<file path="config.mk">
export PLATFORM = sky130hd
export DESIGN_NAME = reflet_reg_ctrl
export DESIGN_NICKNAME = d
export VERILOG_FILES = /design/src/rtl/reflet_reg_ctrl_pkg.sv /design/src/rtl/reflet_int_prio.sv /design/src/rtl/reflet_reg_ctrl.sv
export SDC_FILE = /design/constraint.sdc
export NUM_CORES = 1
export LEC_CHECK = 0
export ABC_AREA = 1
export CAP_MARGIN = 10
export CORE_MARGIN = 1.5
export CORE_UTILIZATION = 59
export DETAILED_ROUTE_END_ITERATION = 10
export GPL_ROUTABILITY_DRIVEN = 0
export PLACE_DENSITY_LB_ADDON = 0.05
export SLEW_MARGIN = 20
export SYNTH_ARGS = -nofsm -noshare
export SYNTH_HDL_FRONTEND = slang
export SYNTH_HIERARCHICAL = 1
export SYNTH_SLANG_ARGS = --single-unit
export TNS_END_PERCENT = 5
</file>
<file path="constraint.sdc">
create_clock -name clk -period 5.47 [get_ports clk]
set_clock_uncertainty 0.05 [all_clocks]
set_input_delay 1.094 -clock clk [delete_from_list [all_inputs] [get_ports clk]]
set_output_delay 1.094 -clock clk [all_outputs]
set_load 0.03 [all_outputs]
</file>
<file path="src/rtl/reflet_reg_ctrl_pkg.sv">
// reflet_reg_ctrl_pkg
//   Shared constants and types for the Reflet register/sequencing core:
//   architectural register ids, reset values, opcodes of the stack and
//   control instructions, status-register bit positions, FSM states and
//   the data-access SP step helper.
package reflet_reg_ctrl_pkg;

  // Architectural register ids
  localparam logic [3:0] WR_ID = 4'd0;
  localparam logic [3:0] SR_ID = 4'd1;
  localparam logic [3:0] PC_ID = 4'd2;
  localparam logic [3:0] SP_ID = 4'd3;

  // Reset value of every register except SP (SP has its own parameter)
  localparam int REG_RST_VAL = 0;

  // Full-byte opcodes of the instructions the sequencer acts on
  localparam logic [7:0] INST_RETINT = 8'h01;
  localparam logic [7:0] INST_POP    = 8'h0A;
  localparam logic [7:0] INST_PUSH   = 8'h0B;
  localparam logic [7:0] INST_CALL   = 8'h0C;
  localparam logic [7:0] INST_RET    = 8'h0D;
  localparam logic [7:0] INST_QUIT   = 8'h0E;

  // Status register fields: [2:1] reduced-behaviour size, [3] int enable
  localparam int SR_MODE_LSB = 1;
  localparam int SR_INT_EN   = 3;

  typedef enum logic [1:0] {
    ST_RUN      = 2'd0,
    ST_INT_SAVE = 2'd1,
    ST_QUIT     = 2'd2
  } state_e;

  // SP step for push/pop: the access size is capped by the reduced mode
  function automatic int data_step(input logic [1:0] mode, input int bytes);
    case (mode)
      2'b00:   return bytes;
      2'b01:   return (bytes < 4) ? bytes : 4;
      2'b10:   return (bytes < 2) ? bytes : 2;
      default: return 1;
    endcase
  endfunction

endpackage

</file>
<file path="src/rtl/reflet_int_prio.sv">
// reflet_int_prio
//   Combinational lowest-index-first priority encoder over the interrupt
//   request lines.
//   i_req  : request lines (int_number bits)
//   o_idx  : index of the lowest asserted line (0 when none)
//   o_vld  : at least one line asserted
module reflet_int_prio #(
  parameter int int_number = 4
) (
  input  logic [int_number-1:0] i_req,
  output logic [2:0]            o_idx,
  output logic                  o_vld
);

  // Scan downward so the lowest asserted index is the last one assigned
  always_comb begin
    o_idx = '0;
    o_vld = 1'b0;
    for (int i = int_number - 1; i >= 0; i--) begin
      if (i_req[i]) begin
        o_idx = 3'(i);
        o_vld = 1'b1;
      end
    end
  end

endmodule

</file>
<file path="src/rtl/reflet_reg_ctrl.sv">
// reflet_reg_ctrl
//   Register file and sequencing core: 16 architectural registers,
//   writeback, PC/SP bookkeeping, quit latch, and prioritised maskable
//   interrupt entry with a handshaked push of the return PC.
//   clk, reset            : clock, async active-low reset
//   instruction           : [7:4] opcode, [3:0] argument register id
//   wb_index/wb_content   : register writeback (OR of ALU and address unit)
//   ram_not_ready         : current instruction not complete, hold state
//   int_req               : level-sensitive interrupt requests
//   int_push_ready        : bus accepted the return-PC push
//   wr/sr/pc/sp_out       : architectural register values
//   arg_out               : registers[instruction[3:0]]
//   quit, int_active      : status flags
//   int_push_valid/addr/data : return-PC push request (addr=sp, data=pc)
module reflet_reg_ctrl
  import reflet_reg_ctrl_pkg::*;
#(
  parameter int wordsize          = 16,
  parameter int int_number        = 4,
  parameter int int_vector_base   = 4,
  parameter int int_vector_stride = 2,
  parameter int sp_reset_val      = 0
) (
  input  logic                  clk,
  input  logic                  reset,
  input  logic [7:0]            instruction,
  input  logic [3:0]            wb_index,
  input  logic [wordsize-1:0]   wb_content,
  input  logic                  ram_not_ready,
  input  logic [int_number-1:0] int_req,
  input  logic                  int_push_ready,
  output logic [wordsize-1:0]   wr_out,
  output logic [wordsize-1:0]   sr_out,
  output logic [wordsize-1:0]   pc_out,
  output logic [wordsize-1:0]   sp_out,
  output logic [wordsize-1:0]   arg_out,
  output logic                  quit,
  output logic                  int_active,
  output logic                  int_push_valid,
  output logic [wordsize-1:0]   int_push_addr,
  output logic [wordsize-1:0]   int_push_data
);

  localparam int BYTES = wordsize / 8;

  logic [wordsize-1:0] r_regs [16];
  state_e              r_state;
  state_e              w_state_nxt;
  logic                r_quit;
  logic                r_int_active;
  logic                r_push_valid;
  logic [2:0]          r_int_idx;

  logic [2:0]          w_prio_idx;
  logic                w_prio_vld;
  logic                w_complete;
  logic                w_int_take;
  logic                w_push_done;
  logic                w_is_quit;
  logic [wordsize-1:0] w_dstep;
  logic [wordsize-1:0] w_astep;
  logic [wordsize-1:0] w_vector;

  reflet_int_prio #(.int_number(int_number)) u_prio (
    .i_req (int_req),
    .o_idx (w_prio_idx),
    .o_vld (w_prio_vld)
  );

  assign w_complete  = (r_state == ST_RUN) && !ram_not_ready;
  assign w_is_quit   = (instruction == INST_QUIT);
  // Quit beats interrupt entry; nesting blocked while a handler runs
  assign w_int_take  = w_complete && !w_is_quit && r_regs[SR_ID][SR_INT_EN]
                       && !r_int_active && w_prio_vld;
  assign w_push_done = (r_state == ST_INT_SAVE) && !ram_not_ready && int_push_ready;
  assign w_dstep     = wordsize'(data_step(r_regs[SR_ID][SR_MODE_LSB +: 2], BYTES));
  assign w_astep     = wordsize'(BYTES);
  assign w_vector    = wordsize'(int_vector_base + int'(r_int_idx) * int_vector_stride);

  always_ff @(posedge clk or negedge reset) begin
    if (!reset) r_state <= ST_RUN;
    else        r_state <= w_state_nxt;
  end

  always_comb begin
    w_state_nxt = r_state;
    case (r_state)
      ST_RUN: begin
        if (w_complete && w_is_quit) w_state_nxt = ST_QUIT;
        else if (w_int_take)         w_state_nxt = ST_INT_SAVE;
      end
      ST_INT_SAVE: if (w_push_done) w_state_nxt = ST_RUN;
      default: ;
    endcase
  end

  // Later assignments to pc/sp deliberately override the generic writeback
  always_ff @(posedge clk or negedge reset) begin
    if (!reset) begin
      for (int i = 0; i < 16; i++) r_regs[i] <= wordsize'(REG_RST_VAL);
      r_regs[SP_ID] <= wordsize'(sp_reset_val);
      r_quit        <= 1'b0;
      r_int_active  <= 1'b0;
      r_push_valid  <= 1'b0;
      r_int_idx     <= '0;
    end else if (w_complete) begin
      r_regs[wb_index] <= wb_content;
      if (wb_index != PC_ID) r_regs[PC_ID] <= r_regs[PC_ID] + wordsize'(1);
      case (instruction)
        INST_PUSH:            r_regs[SP_ID] <= r_regs[SP_ID] + w_dstep;
        INST_POP:             r_regs[SP_ID] <= r_regs[SP_ID] - w_dstep;
        INST_CALL:            r_regs[SP_ID] <= r_regs[SP_ID] + w_astep;
        INST_RET, INST_RETINT: r_regs[SP_ID] <= r_regs[SP_ID] - w_astep;
        default: ;
      endcase
      if (instruction == INST_RETINT) r_int_active <= 1'b0;
      if (w_is_quit) r_quit <= 1'b1;
      if (w_int_take) begin
        r_push_valid <= 1'b1;
        r_int_idx    <= w_prio_idx;
      end
    end else if (w_push_done) begin
      r_regs[SP_ID] <= r_regs[SP_ID] + w_astep;
      r_regs[PC_ID] <= w_vector;
      r_int_active  <= 1'b1;
      r_push_valid  <= 1'b0;
    end
  end

  assign wr_out         = r_regs[WR_ID];
  assign sr_out         = r_regs[SR_ID];
  assign pc_out         = r_regs[PC_ID];
  assign sp_out         = r_regs[SP_ID];
  assign arg_out        = r_regs[instruction[3:0]];
  assign quit           = r_quit;
  assign int_active     = r_int_active;
  assign int_push_valid = r_push_valid;
  // PC here is already the post-increment value of the interrupted instruction
  assign int_push_addr  = r_regs[SP_ID];
  assign int_push_data  = r_regs[PC_ID];

endmodule

</file>
# Word level (Yosys, flattened, before mapping)
# Index checks and enable logic that the tools add are counted.
[totals]
mem_count = 0
latchBits = 0
rom_bits = 0
ff_bits = 264
elab_cells = 98
mem_bits_rw = 0
[op_classes]
div_mod_pow = 0
n_eq_ne = 14
add_sub_neg = 6
n_reduce_logical = 23
n_mux = 29
shifts = 0
bitwise_logic = 2
mul = 0
order_cmp = 3
[ops]
columns = ["op", "n"]
rows = [
  ["$bwmux W256", 1],
  ["$bmux W16 S4", 1],
  ["$demux W16 S4", 1],
  ["$mux W16", 4],
  ["$mux W32", 2],
  ["$pmux W16 S4", 1],
  ["$eq A8 B4 Y1 const B", 5],
  ["$add A16 B1 Y16 const B", 1],
  ["$add A16 B16 Y16", 1],
  ["$add A16 B2 Y16 const B", 1],
  ["$mux W2", 8],
  ["$sub A16 B16 Y16", 1],
  ["$sub A16 B2 Y16 const B", 1],
  ["$ge A5 B5 Y1 const B", 2],
  ["$mux W1", 10],
  ["$not A4 Y5", 2],
  ["$logic_and A1 B1 Y1", 9],
  ["$eq A8 B1 Y1 const B", 1],
  ["$reduce_and A2 Y1", 4],
  ["$add A3 B4 Y5 const A", 1],
  ["$lt A5 B1 Y1 const B", 1],
  ["$eq A2 B1 Y1 const B", 2],
  ["$logic_not A2 Y1", 2],
  ["$ne A2 B1 Y1 const B", 2],
  ["10 further kinds", 13],
]

# Depth between registers and ports, before layout
# Gate-level depths: netlist of run 1.
[logic_depth]
ltp_word = 9
mapped_depth = 17
depth_no_buf = 17

# By module
# Netlist of run 1, hierarchy kept.
[modules_own_cells]
columns = ["module", "seq_area_each_um2", "cells_per_inst", "instances", "area_each_um2"]
rows = [
  ["reflet_reg_ctrl", 6606.3, 1875, 1, 14556.5],
  ["reflet_int_prio", 0.0, 10, 1, 47.5],
]

# Worst setup path after synthesis of run 1
# OpenSTA, ideal clock, no wires.
[synth_timing]
kind = "input port to output port"
start = "input port instruction[1]"
end = "output port arg_out[10]"
stages = 8
slack_ns = 2.112
arrival_ns = 2.214
cell_sequence = "nand2_1 inv_2 buf_2 buf_2 a22oi_1 nand2_1 nand2_1 nand4_1"
[synth_via]
elab_chain_cells = 4
[synth_rtl]
columns = ["item", "line", "source"]
rows = [
  ["start, declared", "reflet_reg_ctrl.sv:26", "input logic [7:0] instruction,"],
  ["$not A4 Y5 (implied by the code)", "reflet_reg_ctrl.sv:134", "assign arg_out = r_regs[instruction[3:0]];"],
  ["$bmux W16 S4", "reflet_reg_ctrl.sv:134", ""],
  ["$mux W16 (implied by the code) (2 in a row)", "reflet_reg_ctrl.sv:134", ""],
  ["end, declared", "reflet_reg_ctrl.sv:36", "output logic [wordsize-1:0] arg_out,"],
]
# Every way passes these cells. The select of a mux whose other input is x is not followed.

# Final worst setup path of run 1
[layout_timing]
start = "input port instruction[1]"
end = "output port arg_out[11]"
# The elaborated chain is that of the path after synthesis.

==> results.cfg, run 1 <==
[logic_synthesis]
synthArstFlopShare = 1.00
synthesis.area_um2 = 14600
ys_seq_area_frac = 0.452
synth_edf_count = 0
syn_inst = 1885
yosys_register_bits = 264
syn_area_per_cell_um2 = 7.75
ys.flop_type = dfrtp_1
synth.distinct_cells = 42
yosysWarningCount = 6
syn-num-nets = 1941

[floorplan]
initial_core_util = 0.601
ioPinCount = 151
die_y_um = 160
rows = 57
core-area_um2 = 24300
fp.dieW_um = 160
die-area_um2 = 25700

[clock_network]
cts_hold_buf = 0
cts_tree = done
ctsResizeCount = 0
clk_latency_ps = 550
clkSinkCount = 264
path_clk_slew_ps = 60
h-tree-depth = 1
cts_buffers = 27
cts_setup_buffers = 0
root_buffer = clkbuf_16
clockBufferDepth = 3

[drt]
wl_per_cell_um = 20.8
vias_per_cell = 6.01
drt_wl_total_mm = 46.4
drt_pass1_iterations = 7
drcViolationCount = 0
ant_nets = 0
vias = 13400
drt_iter0_markers = 1335

[critical_path]
worstPathMaxFanout = 52
path_class = in -> out
r2r_cells = 12
crit_path_start_kind = primary input
r2r_end = int_push_addr[2]$_DFFE_PN0P_
reg2reg_slack_ps = 2510
crit_arrival_ps = 3970
rr_startpoint = r_state[1]$_DFFE_PN0P_
setup.worst_path.end_class = output pin
worstPathRequired_ps = 4330

[timing]
fin_setup_tns_ps = 0
slew_viol_final = 0
period_share = 0.935
relSlewSlack = 0.338
grt_setup_unrepaired = no
period_minus_slack_ps = 5110
fmax_mhz = 196
hold_viol = 0
worstMarginPinSlew_ps = 990
finalSetupViolCount = 0
fin_hold_ws_ps = 428

[global_route]
antenna_found_initial = 2
grt_overflow_total = 0
grt_max_degree = 115
grt_first_pass_wirelength_mm = 72.0
grtUsageTotal = 0.362
first_global_vias = 12600

[cells_and_area]
layoutNonFillerInstCount = 2233
diodes = 0
fillers = 1957
areaGrowthSynthToFinish_pct = 14.2
mostFrequentLayoutCell = nand2_1
drive_gt1_frac = 0.0581
final_cell_mix = nand2_1, o21ai_0, dfrtp_1
fin_area_um2 = 16700
fin_nets = 1945

[worst_hold_path]
hold_end = quit$_DFFE_PN0P_
hold_start = quit$_DFFE_PN0P_
hp-class = reg -> reg
holdPathStages = 2

[placed_design]
dp_hpwl_mm = 31.4
placed_area_um2 = 15600
portBuffers = 150
dp.cells = 2184

[power_and_ir_drop]
peakVddDrop_v = 0.000237
pwr_density_cell_nw_per_um2 = 261
p_leak_nw = 7.88

[status]
outcome = completed

[run]
maxCapViolCount = 0
==> worst max path at each step <==
stage | start | endpoint | cells past startpoint
2_1_floorplan | instruction[1] | arg_out[10] | 8
3_3_place_gp | instruction[1] | arg_out[11] | 8
3_5_place_dp | instruction[1] | arg_out[11] | 8
4_1_cts | instruction[1] | arg_out[11] | 8
5_1_grt | instruction[1] | arg_out[11] | 8
6_report | instruction[1] | arg_out[11] | 8
==> worst max-delay path: stages <==
cell and delay [ps]:
clkdlybuf4s50_1 590, nor2_4 200, buf_12 300, inv_2 210, o21ai_0 400, o21ai_0 240, nand4_1 230, clkdlybuf4s50_1 700
==> power breakdown <==
part / switching, mW / internal, mW
logic: 0.176 / 0.0499
registers: 0 / 1.95
clock network: 0.814 / 1.35
total: 0.990 / 3.36
==> registers in the layout (all words and copies together) (netlist names) <==
register and cells:
int_push_valid 1, sr_out 16, r_state 2, r_int_idx 3, wr_out 16, quit 1
int_push_addr 16, int_active 1, int_push_data 16, r_regs 192
==> logic make-up (layout without fill, tap and decap cells) <==
group / count (synthesis) / in the layout / share of synthesized area
AND/OR/NAND/NOR: 794 / 794 / 0.226
AO/OA/AOI/OAI: 444 / 444 / 0.174
buffers and inverters: 338 / 362 / 0.114
flip-flops: 264 / 264 / 0.452
adder cells (fa/ha/maj): 20 / 20 / 0.0176
XOR/XNOR: 20 / 20 / 0.0120
multiplexers: 4 / 4 / 0.00300
other: 1 / 1 / 0.000257
==> cells in the mapped netlist (6+ instances only) <==
cell type,count,area [µm²]
nand2_1,545,2050
nor2_1,80,300
nand3_1,95,475
clkbuf_1,86,323
o21ai_0,277,1390
nor3_1,11,55.1
a22oi_1,98,736
xor2_1,19,166
inv_2,10,37.5
a21oi_1,27,135
or2_2,6,37.5
dfrtp_1,264,6610
buf_2,16,80.1
buf_4,98,736
nand4_1,33,206
o211ai_1,11,82.6
o22ai_1,18,113
inv_1,125,469
ha_1,19,238
==> routing by layer <==
layer	wire length, µm	vias up	global-route usage
met5	26	-	0
met4	2330	4	0.171
met3	4400	146	0.0591
met2	21300	745	0.571
met1	18400	6339	0.491
li1	-	6195	-
==> stage by stage <==
step                      utilization  total power [mW]  setup slack [ps]
after global placement          0.643              2.21               466
after floorplan                     -              2.07              2110
after detailed placement        0.643              2.21               444
after global routing            0.685              4.44               309
after CTS                       0.685              4.35               417
final                           0.685              4.35               357
==> area by class of cell <==
| class | instances | area (µm²) | area share |
|---|---|---|---|
| clock buffer | 35 | 756 | 0.0453 |
| clock inverter | 14 | 288 | 0.0173 |
| inverter | 136 | 512 | 0.0307 |
| multi-input combinational | 1283 | 6360 | 0.381 |
| sequential | 264 | 6610 | 0.396 |
| tap | 324 | 405 | 0.0243 |
| timing repair buffer | 177 | 1750 | 0.105 |
Power figures use the tool's default switching activity.
==> run 2: changes to the inputs <==
- CAP_MARGIN: 10 -> 20
- SLEW_MARGIN: 20 -> unset
==> results of run 2 <==
No change in the layout: final DEF, timing and power equal those of run 1.
